File: config.mk
export PLATFORM = sky130hd
export DESIGN_NAME = vga_timing_gen_flat
export DESIGN_NICKNAME = d
export VERILOG_FILES = /design/src/rtl/vga_timing_gen_if.sv /design/src/rtl/vga_timing_gen.sv /design/src/flat_wrapper.sv
export SDC_FILE = /design/constraint.sdc
export NUM_CORES = 1
export LEC_CHECK = 0
export CORE_MARGIN = 1.5
export CORE_UTILIZATION = 56
export DETAILED_ROUTE_END_ITERATION = 16
export GPL_TIMING_DRIVEN = 0
export MAX_ROUTING_LAYER = met4
export PLACE_DENSITY = 0.8
export SLEW_MARGIN = 20
export SYNTH_ARGS = -nofsm -noshare
export SYNTH_HDL_FRONTEND = slang
export SYNTH_SLANG_ARGS = --single-unit
export TNS_END_PERCENT = 5
File: constraint.sdc
create_clock -name vga_clk -period 3.3 [get_ports vga_clk]
set_clock_uncertainty 0.2 [all_clocks]
set_input_delay 0.66 -clock vga_clk [delete_from_list [all_inputs] [get_ports vga_clk]]
set_output_delay 0.66 -clock vga_clk [all_outputs]
set_load 0.01 [all_outputs]
File: src/rtl/vga_timing_gen_if.sv
// ---------------------------------------------------------------------------
// vga_timing_gen_if
//   Bundles the raster-timing signals between the timing generator and the
//   pixel-domain consumers (renderers, connector drivers).
//
//   pix_ce       pixel advance enable, driven by the consumer side
//   DrawX/DrawY  current raster column/row (10-bit)
//   blank        1 = current pixel is in the visible area
//   hs/vs        active-low horizontal/vertical sync
//   frame_start  one-cycle pulse when the raster lands on (0,0)
//
//   master: the timing generator.  slave: a consumer of the timing.
// ---------------------------------------------------------------------------
interface vga_timing_gen_if;
  logic       pix_ce;
  logic [9:0] DrawX;
  logic [9:0] DrawY;
  logic       blank;
  logic       hs;
  logic       vs;
  logic       frame_start;

  modport master (
    input  pix_ce,
    output DrawX,
    output DrawY,
    output blank,
    output hs,
    output vs,
    output frame_start
  );

  modport slave (
    output pix_ce,
    input  DrawX,
    input  DrawY,
    input  blank,
    input  hs,
    input  vs,
    input  frame_start
  );
endinterface

File: src/rtl/vga_timing_gen.sv
// ---------------------------------------------------------------------------
// vga_timing_gen
//   VGA raster timing generator. Horizontal and vertical counters advance one
//   pixel per pix_ce; a horizontal and a vertical phase FSM track which part
//   of the line/frame the raster is in, and the registered blank/hs/vs/
//   frame_start outputs are decoded from the next counter/phase values so they
//   are cycle-aligned with DrawX/DrawY.
//
// Ports
//   vga_clk   in   pixel-domain clock, all state on posedge
//   reset_n   in   asynchronous active-low reset
//   vga       master modport of vga_timing_gen_if (pix_ce in; DrawX, DrawY,
//             blank, hs, vs, frame_start out)
//
// Configuration
//   VGA_TIMING_PIPE_EN  when defined, blank/hs/vs pass through one extra
//                       register stage (advanced on pix_ce) to line up with a
//                       renderer whose RGB is registered one pixel later.
//                       DrawX/DrawY/frame_start are unaffected.
//
// Phase FSM states (same encoding for horizontal and vertical):
//   state     | meaning
//   ST_ACTIVE | visible pixels / visible lines
//   ST_FRONT  | front porch
//   ST_SYNC   | sync pulse (hs/vs low)
//   ST_BACK   | back porch, ends at counter wrap to 0
// ---------------------------------------------------------------------------
module vga_timing_gen #(
  parameter int H_ACTIVE = 640,
  parameter int H_FP     = 16,
  parameter int H_SYNC   = 96,
  parameter int H_BP     = 48,
  parameter int V_ACTIVE = 480,
  parameter int V_FP     = 10,
  parameter int V_SYNC   = 2,
  parameter int V_BP     = 33
) (
  input  logic             vga_clk,
  input  logic             reset_n,
  vga_timing_gen_if.master vga
);

  localparam int H_TOTAL = H_ACTIVE + H_FP + H_SYNC + H_BP;
  localparam int V_TOTAL = V_ACTIVE + V_FP + V_SYNC + V_BP;

  localparam logic [9:0] H_LAST       = 10'(H_TOTAL - 1);
  localparam logic [9:0] H_FP_START   = 10'(H_ACTIVE);
  localparam logic [9:0] H_SYNC_START = 10'(H_ACTIVE + H_FP);
  localparam logic [9:0] H_BP_START   = 10'(H_ACTIVE + H_FP + H_SYNC);

  localparam logic [9:0] V_LAST       = 10'(V_TOTAL - 1);
  localparam logic [9:0] V_FP_START   = 10'(V_ACTIVE);
  localparam logic [9:0] V_SYNC_START = 10'(V_ACTIVE + V_FP);
  localparam logic [9:0] V_BP_START   = 10'(V_ACTIVE + V_FP + V_SYNC);

  localparam logic [1:0] ST_ACTIVE = 2'd0;
  localparam logic [1:0] ST_FRONT  = 2'd1;
  localparam logic [1:0] ST_SYNC   = 2'd2;
  localparam logic [1:0] ST_BACK   = 2'd3;

  logic [9:0] r_x;
  logic [9:0] r_y;
  logic [1:0] r_h_state;
  logic [1:0] r_v_state;
  logic       r_blank;
  logic       r_hs;
  logic       r_vs;
  logic       r_frame_start;

  logic       w_x_wrap;
  logic       w_y_wrap;
  logic [9:0] w_x_next;
  logic [9:0] w_y_next;
  logic [1:0] w_h_state_next;
  logic [1:0] w_v_state_next;
  logic       w_blank_next;
  logic       w_hs_next;
  logic       w_vs_next;
  logic       w_frame_start_next;

  // Wrap on equality with the last position so the counters can never run
  // past the end of the line/frame.
  assign w_x_wrap = (r_x == H_LAST);
  assign w_y_wrap = (r_y == V_LAST);
  assign w_x_next = w_x_wrap ? 10'd0 : r_x + 10'd1;
  assign w_y_next = w_x_wrap ? (w_y_wrap ? 10'd0 : r_y + 10'd1) : r_y;

  always_comb begin
    w_h_state_next = r_h_state;
    case (r_h_state)
      ST_ACTIVE: if (w_x_next == H_FP_START)   w_h_state_next = ST_FRONT;
      ST_FRONT:  if (w_x_next == H_SYNC_START) w_h_state_next = ST_SYNC;
      ST_SYNC:   if (w_x_next == H_BP_START)   w_h_state_next = ST_BACK;
      ST_BACK:   if (w_x_next == 10'd0)        w_h_state_next = ST_ACTIVE;
      default:                                 w_h_state_next = ST_ACTIVE;
    endcase
  end

  // Vertical phase only moves at a line wrap, so vs switches at X=0.
  always_comb begin
    w_v_state_next = r_v_state;
    case (r_v_state)
      ST_ACTIVE: if (w_x_wrap && w_y_next == V_FP_START)   w_v_state_next = ST_FRONT;
      ST_FRONT:  if (w_x_wrap && w_y_next == V_SYNC_START) w_v_state_next = ST_SYNC;
      ST_SYNC:   if (w_x_wrap && w_y_next == V_BP_START)   w_v_state_next = ST_BACK;
      ST_BACK:   if (w_x_wrap && w_y_next == 10'd0)        w_v_state_next = ST_ACTIVE;
      default:                                             w_v_state_next = ST_ACTIVE;
    endcase
  end

  assign w_blank_next       = (w_h_state_next == ST_ACTIVE) && (w_v_state_next == ST_ACTIVE);
  assign w_hs_next          = (w_h_state_next != ST_SYNC);
  assign w_vs_next          = (w_v_state_next != ST_SYNC);
  assign w_frame_start_next = (w_x_next == 10'd0) && (w_y_next == 10'd0);

  // Reset parks the raster on its last position (inside both back porches),
  // so the first pix_ce after release lands on (0,0) with a fresh frame.
  always_ff @(posedge vga_clk or negedge reset_n) begin
    if (!reset_n) begin
      r_x           <= H_LAST;
      r_y           <= V_LAST;
      r_h_state     <= ST_BACK;
      r_v_state     <= ST_BACK;
      r_blank       <= 1'b0;
      r_hs          <= 1'b1;
      r_vs          <= 1'b1;
      r_frame_start <= 1'b0;
    end else begin
      r_frame_start <= 1'b0;
      if (vga.pix_ce) begin
        r_x           <= w_x_next;
        r_y           <= w_y_next;
        r_h_state     <= w_h_state_next;
        r_v_state     <= w_v_state_next;
        r_blank       <= w_blank_next;
        r_hs          <= w_hs_next;
        r_vs          <= w_vs_next;
        r_frame_start <= w_frame_start_next;
      end
    end
  end

`ifdef VGA_TIMING_PIPE_EN
  logic r_blank_d;
  logic r_hs_d;
  logic r_vs_d;

  always_ff @(posedge vga_clk or negedge reset_n) begin
    if (!reset_n) begin
      r_blank_d <= 1'b0;
      r_hs_d    <= 1'b1;
      r_vs_d    <= 1'b1;
    end else if (vga.pix_ce) begin
      r_blank_d <= r_blank;
      r_hs_d    <= r_hs;
      r_vs_d    <= r_vs;
    end
  end

  assign vga.blank = r_blank_d;
  assign vga.hs    = r_hs_d;
  assign vga.vs    = r_vs_d;
`else
  assign vga.blank = r_blank;
  assign vga.hs    = r_hs;
  assign vga.vs    = r_vs;
`endif

  assign vga.DrawX       = r_x;
  assign vga.DrawY       = r_y;
  assign vga.frame_start = r_frame_start;

endmodule

File: src/flat_wrapper.sv
// flat-port wrapper written by rule: the top's interface ports become plain ports
module vga_timing_gen_flat 
#(
  parameter int H_ACTIVE = 640,
  parameter int H_FP     = 16,
  parameter int H_SYNC   = 96,
  parameter int H_BP     = 48,
  parameter int V_ACTIVE = 480,
  parameter int V_FP     = 10,
  parameter int V_SYNC   = 2,
  parameter int V_BP     = 33
)
  (vga_clk, reset_n, vga_pix_ce, vga_DrawX, vga_DrawY, vga_blank, vga_hs, vga_vs, vga_frame_start);
  vga_timing_gen_if vga_i ();
  input  logic vga_clk;
  input  logic reset_n;
  input wire logic [$bits(vga_i.pix_ce)-1:0] vga_pix_ce;
  output wire logic [$bits(vga_i.DrawX)-1:0] vga_DrawX;
  output wire logic [$bits(vga_i.DrawY)-1:0] vga_DrawY;
  output wire logic [$bits(vga_i.blank)-1:0] vga_blank;
  output wire logic [$bits(vga_i.hs)-1:0] vga_hs;
  output wire logic [$bits(vga_i.vs)-1:0] vga_vs;
  output wire logic [$bits(vga_i.frame_start)-1:0] vga_frame_start;
  assign vga_i.pix_ce = vga_pix_ce;
  assign vga_DrawX = vga_i.DrawX;
  assign vga_DrawY = vga_i.DrawY;
  assign vga_blank = vga_i.blank;
  assign vga_hs = vga_i.hs;
  assign vga_vs = vga_i.vs;
  assign vga_frame_start = vga_i.frame_start;
  vga_timing_gen #(.H_ACTIVE(H_ACTIVE), .H_FP(H_FP), .H_SYNC(H_SYNC), .H_BP(H_BP), .V_ACTIVE(V_ACTIVE), .V_FP(V_FP), .V_SYNC(V_SYNC), .V_BP(V_BP)) u_core (.vga_clk(vga_clk), .reset_n(reset_n), .vga(vga_i));
endmodule
After elaboration in Yosys (flattened, before gate mapping)
Index checks and enable logic that the tools add are counted.
Cells by class
  add/sub/neg operators: 2
  multipliers: 0
  div/mod/pow operators: 0
  magnitude comparators: 0
  equality and inequality tests: 16
  shift-type cells: 0
  muxes and demuxes: 14
  bitwise logic cells: 0
  reductions and logical operators: 12
Operators with widths (count)
  $eq 10x10->1 const B: 5
  $eq 10x9->1 const B: 3
  $mux 10: 3
  $add 10x1->10 const B: 2
  $logic_not 10->1: 2
  $mux 2: 8
  $pmux 2 s4: 2
  $eq 2x2->1 const B: 4
  $logic_not 2->1: 4
  $logic_and 1x1->1: 6
  $eq 2x1->1 const B: 2
  $ne 2x2->1 const B: 2
  $mux 1: 1
Storage, ports and cells
  bits in registers: 28
  bits in latches: 0
  RAM bits: 0
  bits in read-only memories: 0
  input bits: 3
  word-level logic and storage cells: 52
  memories: 0

Longest topological paths before layout
Gate-level depths: netlist of run 1.
  depth after elaboration: 9
  gate-level depth with buffers: 10
  gate-level depth less buffers: 9

Worst setup path before layout of run 1
No wires, ideal clock.
  path type: register -> register
  start point: reg u_core.r_x[0], in the netlist u_core.vga.DrawX[0]
  end point: reg u_core.r_blank, in the netlist u_core.vga.blank
  setup time: 104 ps
  data arrival time: 2734 ps
  slack: 263 ps
  cell stages (with the launch flop): 9
  cell sequence: dfstp_2 > ha_1 > nand4_1 > nor4_1 > xor2_1 > a2111o_1 > nor4b_4 > a41oi_1 > o41ai_2
Between the ends
  cells in the longest elaborated chain, start to end: 8
RTL lines
  start, declared: line vga_timing_gen.sv:61  | logic [9:0] r_x;
  start signal, assigned: line vga_timing_gen.sv:131  | r_x <= w_x_next;
  branches (longest 7 deep; another with $add 10x1->10)
  $logic_and 1x1->1 *: line vga_timing_gen.sv:111  | assign w_blank_next = (w_h_state_next == ST_ACTIVE) && (w_v_state_next == ST_ACTIVE);
  end signal, assigned: line vga_timing_gen.sv:135  | r_blank <= w_blank_next;
  end, declared: line vga_timing_gen.sv:65  | logic r_blank;
Every way passes the cells marked *.
A chain may end at the register's enable or synchronous reset.

Final worst setup path of run 1
  start point: reg u_core.r_x[0], in the netlist u_core.vga.DrawX[0]
  end point: reg u_core.r_v_state[0]
Between the ends
  cells in the longest elaborated chain, start to end: 6
RTL lines
  $eq 10x10->1 *: line vga_timing_gen.sv:83  | assign w_x_wrap = (r_x == H_LAST);
  $mux 10: line vga_timing_gen.sv:86  | assign w_y_next = w_x_wrap ? (w_y_wrap ? 10'd0 : r_y + 10'd1) : r_y;
  $eq 10x9->1 (tied with other cells): line vga_timing_gen.sv:105  | ST_SYNC: if (w_x_wrap && w_y_next == V_BP_START) w_v_state_next = ST_BACK;
  $logic_and 1x1->1 (on tied branches)
  $mux 2 (on tied branches)
  $pmux 2 s4 *: line vga_timing_gen.sv:102  | case (r_v_state)
  end signal, assigned: line vga_timing_gen.sv:134  | r_v_state <= w_v_state_next;
  end, declared: line vga_timing_gen.sv:64  | logic [1:0] r_v_state;
Every way passes the cells marked *; elsewhere a longest branch is shown, timed or not.

==> results.toml, run 1 <==
[critical_path]
cp-end-kind = "flop"
critPathSlowestCell = "dfstp_2"
cp_top_family = "simple AND/OR/NAND/NOR gates"
path_cells = "ha_4, nand4_1, buf_4, nor4_4, xnor2_1, a2111o_1, nor4b_4, buf_4, nand4_1, a22o_1"
critPathMaxStageDelay_ns = 0.62
crit_path_start_kind = "flop"
critPathMaxFanout = 6
crit_buf_inv = 2
crit_type = "flop to flop"
cp_data_arrival_time_ns = 3.19
ff2ff_setup_slack_ns = 0.12
cp.required_ns = 3.32

[routing]
drt-total-wl_um = 5590
vias = 2102
ant_nets = 0
drc_errors = 0
drt-initial-drc-count = 187
vias_per_cell = 6.33
wl_per_cell_um = 16.8
first_pass_iters = 5

[logic_synthesis]
yosysWarnings = 0
async_reset_ff_frac = 1.00
yosys_register_bits = 28
synth_edf_count = 0
synth_cells = 251
synth.cell_area_um2 = 2250
synth_cell_types = 62
synth_area_leader_cell = "dfstp_2"
synth_ff_type = "dfstp_2"
mappedNetlistNets = 258
netlist.area_leader.share = 0.187
seq_area_frac_synth = 0.320
avgSynthCellArea_um2 = 8.98
synthTopCellsByArea = "dfstp_2 19%, dfrtp_1 13%, xnor2_1 4.7%, clkbuf_8 4.3%, nand2_1 3.8%"

[power_and_ir_drop]
power.leakage_nw = 1.01
p_comb_frac = 0.384
netSwitchingPower_mw = 0.359
power.clock.fraction = 0.205
p_sw_frac = 0.336
p_int_mw = 0.707
p_per_area_nw_per_um2 = 398
ir_worst_vdd_mv = 0.364
seq_power_share = 0.412

[timing]
drv_slew = 0
finalCritPeriodShare = 0.963
min_period_ns = 3.18
setup_tns_ns = 0
max_freq_ghz = 0.315
hold_viol = 0
tightestPinTransition_ns = 0.620
worst_hold_slack_ns = 0.176
finalSetupViolCount = 0
maxSlewHeadroom = 0.583

[clock_network]
clkSinkCount = 28
clk_pin_slew_worst_paths_ns = 0.10
htree_levels = 1
cts_max_path_buffers = 2
clk_latency_ns = 0.28
cts_tree = "done"
cts_root_buf = "clkbuf_8"
cts-buffers-inserted = 3

[finish]
finalNetCount = 292
final_cell_mix = "25 x clkdlybuf4s50_1, 23 x nand2_1, 16 x dfstp_2"
final_core_util = 0.711
postLayoutCellArea_um2 = 2680
area_growth_syn_to_layout_pct = 18.9
drive_gt1_frac = 0.190
antenna_cells = 0
final_common_cell = "clkdlybuf4s50_1"
n_fill_cell = 297

[outcome]
status = "completed"

[global_routing]
grt_pass1_vias = 1974
grt_max_degree = 29
grt_use_total = 0.283
grt-ovfl-total = 0
grt_antenna_before_repair = 0
grt_pass1_wl_um = 9440

[die]
initial_core_util = 0.598
row_count = 22
ios = 27
core_um2 = 3770
die_w_um = 66.4
dieHeight_um = 66.4
dieArea_um2 = 4410

[placed_design]
place_congestion = 0.953
dpl_cell_area_um2 = 2570
io_buffers = 26
place_hpwl_um = 4070

[min_path]
hold_path.class = "primary input to asynchronous set/reset pin"

[run]
cap_violations = 0
## layout make-up
class	instances	area (um^2)	area share
Sequential cell	28	721	0.269
Multi-Input combinational cell	192	1360	0.506
Clock buffer	4	55.1	0.0205
Tap cell	48	60.1	0.0224
Inverter	10	37.5	0.0140
Buffer	21	174	0.0649
Timing Repair Buffer	29	278	0.104
## cells in the mapped netlist (all sizes together), types with 6 or more instances
| library cell | instances |
|---|---|
| a21oi | 11 |
| a31oi | 7 |
| and3 | 7 |
| clkbuf | 17 |
| dfrtp | 12 |
| dfstp | 16 |
| inv | 10 |
| nand2 | 23 |
| nand3 | 10 |
| nand4 | 13 |
| nor2 | 15 |
| nor3 | 6 |
| o21ai | 14 |
| xnor2 | 12 |
## power by group through the flow
stage               combinational (mW)  sequential, mW  clock, mW
floorplan                        0.252           0.453          0
global placement                 0.386           0.437          0
detailed placement               0.395           0.441          0
CTS                              0.400           0.435      0.224
global route                     0.445           0.443      0.237
finish                           0.409           0.439      0.218
## timing repair
item,CTS,global route
buffers inserted,2,1
hold buffers,0,0
endpoints found under the hold margin,0,0
pin swaps,1,2
gates resized for setup,2,4
setup endpoints to repair,3,4
## registers in the layout, indices dropped and copies added (netlist names)
register and cells:
u_core.vga.DrawX 10, u_core.vga.DrawY 10, u_core.r_h_state 2, u_core.r_v_state 2, u_core.vga.blank 1, u_core.vga.frame_start 1, u_core.vga.hs 1, u_core.vga.vs 1
## through the flow
| stage | instances | setup WS, ns | total power [mW] |
|---|---|---|---|
| finish | 332 | 0.122 | 1.07 |
| global route | 332 | -0.0125 | 1.13 |
| CTS | 331 | 0.0781 | 1.06 |
| detailed placement | 325 | -0.114 | 0.835 |
| global placement | 325 | -0.114 | 0.823 |
| floorplan | 251 | 0.263 | 0.705 |
## cells by family after synthesis
family,after synthesis,synth area share
AO/OA/AOI/OAI,71,0.225
flip-flops,28,0.320
AND/OR/NAND/NOR,96,0.253
adder cells (fa/ha/maj),4,0.0222
buffers and inverters,31,0.0933
multiplexers,5,0.0239
XOR/XNOR,16,0.0622
## worst paths after layout
path,start,endpoint,cells past startpoint
max in group asynchronous,reset_n,u_core.vga.frame_start,1
worst min-delay path,reset_n,u_core.vga.DrawX[5],1
worst min register to register,u_core.vga.hs,u_core.vga.hs,2
worst max register to register,u_core.vga.DrawX[0],u_core.r_v_state[0],10
worst max-delay path,u_core.vga.DrawX[0],u_core.r_v_state[0],10
min in group vga_clk,u_core.vga.hs,u_core.vga.hs,2
## routing by layer
metal / GRT usage / part of all wire / vias up / wire length (um)
li1: - / - / 1014 / -
met1: 0.404 / 0.47 / 977 / 2610
met2: 0.420 / 0.45 / 103 / 2500
met3: 0.0341 / 0.072 / 8 / 401
met4: 0.0893 / 0.014 / 0 / 76
met5: - / 0 / - / 0
Note: power is estimated with default switching activity, not from simulation.
==> run 2, diff against run 1 <==
Settings changed: CORE_MARGIN 1.5 to default.
==> results.toml, run 2 (synthesis gave the netlist of run 1 again) <==
[outcome]
status = "completed"

[die]
core_um2 = 3770
row_count = 22
ios = 27
die_w_um = 65.4
dieHeight_um = 65.4
dieArea_um2 = 4280
initial_core_util = 0.598

[placed_design]
io_buffers = 26
dp.cells = 325
place_congestion = 0.906
pre_cts_ws_ns = -0.0713
place_hpwl_um = 3910

[routing]
drt-total-wl_um = 5570
vias_per_cell = 6.45
drc_errors = 0
ant_nets = 0
drt-initial-drc-count = 168
vias = 2142
first_pass_iters = 4
wl_per_cell_um = 16.8

[power_and_ir_drop]
power.clock.fraction = 0.250
p_comb_frac = 0.361
p_sw_frac = 0.323
power.total_mw = 1.13
ir_worst_vdd_mv = 0.295
p_int_mw = 0.763
netSwitchingPower_mw = 0.364
seq_power_share = 0.389
p_per_area_nw_per_um2 = 418
power.leakage_nw = 1.02

[critical_path]
crit_type = "flop to flop"
crit_path_start_kind = "flop"
cp.required_ns = 3.29
cp_data_arrival_time_ns = 3.12
critPathMaxFanout = 9
cp-end-kind = "flop"

[global_routing]
grt_busiest_layer = "met1"
grt_pass1_vias = 1934
grt_antenna_before_repair = 0
grt_util_met3 = 0.0278
grt_max_degree = 29
use_met1 = 0.425
grt-ovfl-total = 0
grt_pass1_wl_um = 9360
met2_usage = 0.410
grt_use_total = 0.288

[finish]
n_fill_cell = 320
antenna_cells = 0
finalNetCount = 292
drive_gt1_frac = 0.194
finalNonFillerCells = 332
area_growth_syn_to_layout_pct = 19.7
final_common_cell = "clkdlybuf4s50_1"
final_cell_mix = "25 x clkdlybuf4s50_1, 23 x nand2_1, 16 x dfstp_2"

[timing]
maxSlewHeadroom = 0.590
finalCritPeriodShare = 0.947
rsz0062_at_grt = "false"
min_period_ns = 3.12
drv_slew = 0
setup_tns_ns = 0
worst_hold_slack_ns = 0.176
max_freq_ghz = 0.320
finalSetupViolCount = 0
tightestPinTransition_ns = 0.614
hold_viol = 0
timing.final.ws_setup_ns = 0.176

[clock_network]
cts_max_path_buffers = 2
clk_latency_ns = 0.28
clk_pin_slew_worst_paths_ns = 0.10
clkSinkCount = 28
postCtsHoldBufs = 0
cts_tree = "done"
cts-buffers-inserted = 3
cts_root_buf = "clkbuf_8"
htree_levels = 1

[run]
cap_violations = 0

[min_path]
hold_path.class = "primary input to asynchronous set/reset pin"
[run 2: cell types whose count changed in the layout (fill, tap and decap cells not counted)]
| cell | delta |
|---|---|
| nor3_1 | +1 |
| nand3_1 | -1 |
| dfrtp_2 | +1 |
| clkbuf_8 | -1 |
| nand3_2 | +1 |
| nor3_2 | -1 |
| bufinv_16 | +1 |
| dfrtp_1 | -1 |
[run 2: final timing paths]
kind                                     start  slack (ns)  cells after the start                   to
setup / recovery           u_core.vga.DrawX[7]        0.18                      7     u_core.vga.blank
hold / removal                         reset_n        0.18                      1  u_core.vga.DrawY[8]
setup reg to reg           u_core.vga.DrawX[7]        0.18                      7     u_core.vga.blank
hold reg to reg               u_core.vga.blank        0.30                      2     u_core.vga.blank
max in group asynchronous              reset_n        2.29                      1  u_core.vga.DrawY[0]
min in group vga_clk          u_core.vga.blank        0.30                      2     u_core.vga.blank
[run 2: timing repair]
item                                    4_1_cts  5_1_grt
setup buffers                                 2        1
resized for setup                             1        7
cloned                                        0        0
endpoints found under the setup margin        1        5
pin swaps                                     1        1
[run 2: through the flow]
step,utilization,area (um^2)
2_1_floorplan,-,2250
3_3_place_gp,0.682,2570
3_5_place_dp,0.681,2570
4_1_cts,0.706,2660
5_1_grt,0.715,2700
6_report,0.715,2700
[run 2: area by class of cell]
cell class / count / area, um^2 / share of cell area
Clock buffer: 3 / 41.3 / 0.0153
Clock inverter: 1 / 30.0 / 0.0111
Timing Repair Buffer: 29 / 278 / 0.103
Buffer: 21 / 174 / 0.0645
Sequential cell: 28 / 722 / 0.268
Inverter: 10 / 37.5 / 0.0139
Tap cell: 48 / 60.1 / 0.0223
Multi-Input combinational cell: 192 / 1360 / 0.502
[run 2: worst max-delay path: stages, from the launching register on]
cell	delay [ns]
dfrtp_1	0.52
or4b_4	0.64
nor4_4	0.31
xor2_1	0.13
a2111o_1	0.46
nor4b_4	0.38
a41oi_1	0.19
o41ai_2	0.21
[run 2: power groups by stage]
stage | Sequential (mW) | Clock (mW) | Combinational, mW
after floorplan | 0.453 | 0 | 0.252
after global placement | 0.438 | 0 | 0.388
after detailed placement | 0.441 | 0 | 0.390
after CTS | 0.436 | 0.287 | 0.396
after global routing | 0.446 | 0.299 | 0.444
final | 0.439 | 0.282 | 0.407
[run 2: routing by layer]
layer | vias up | wire length (um)
met5 | - | 0
met4 | 0 | 100
met1 | 1030 | 2700
met2 | 84 | 2430
li1 | 1018 | -
met3 | 10 | 343
==> run 3, diff against run 2 <==
--- a/config.mk
+++ b/config.mk
@@ -7,2 +7,3 @@
 export LEC_CHECK = 0
+export CAP_MARGIN = 25
 export CORE_UTILIZATION = 56
--- a/constraint.sdc
+++ b/constraint.sdc
@@ -4,2 +4,2 @@
 set_output_delay 0.66 -clock vga_clk [all_outputs]
-set_load 0.01 [all_outputs]
+set_load 0.005 [all_outputs]
==> results of run 3 <==
The final DEF is identical to that of run 2. Status: completed.
Main changes from that run: total power 1.13 mW -> 1.11 mW; worst IR drop on VDD 0.295 mV -> 0.290 mV
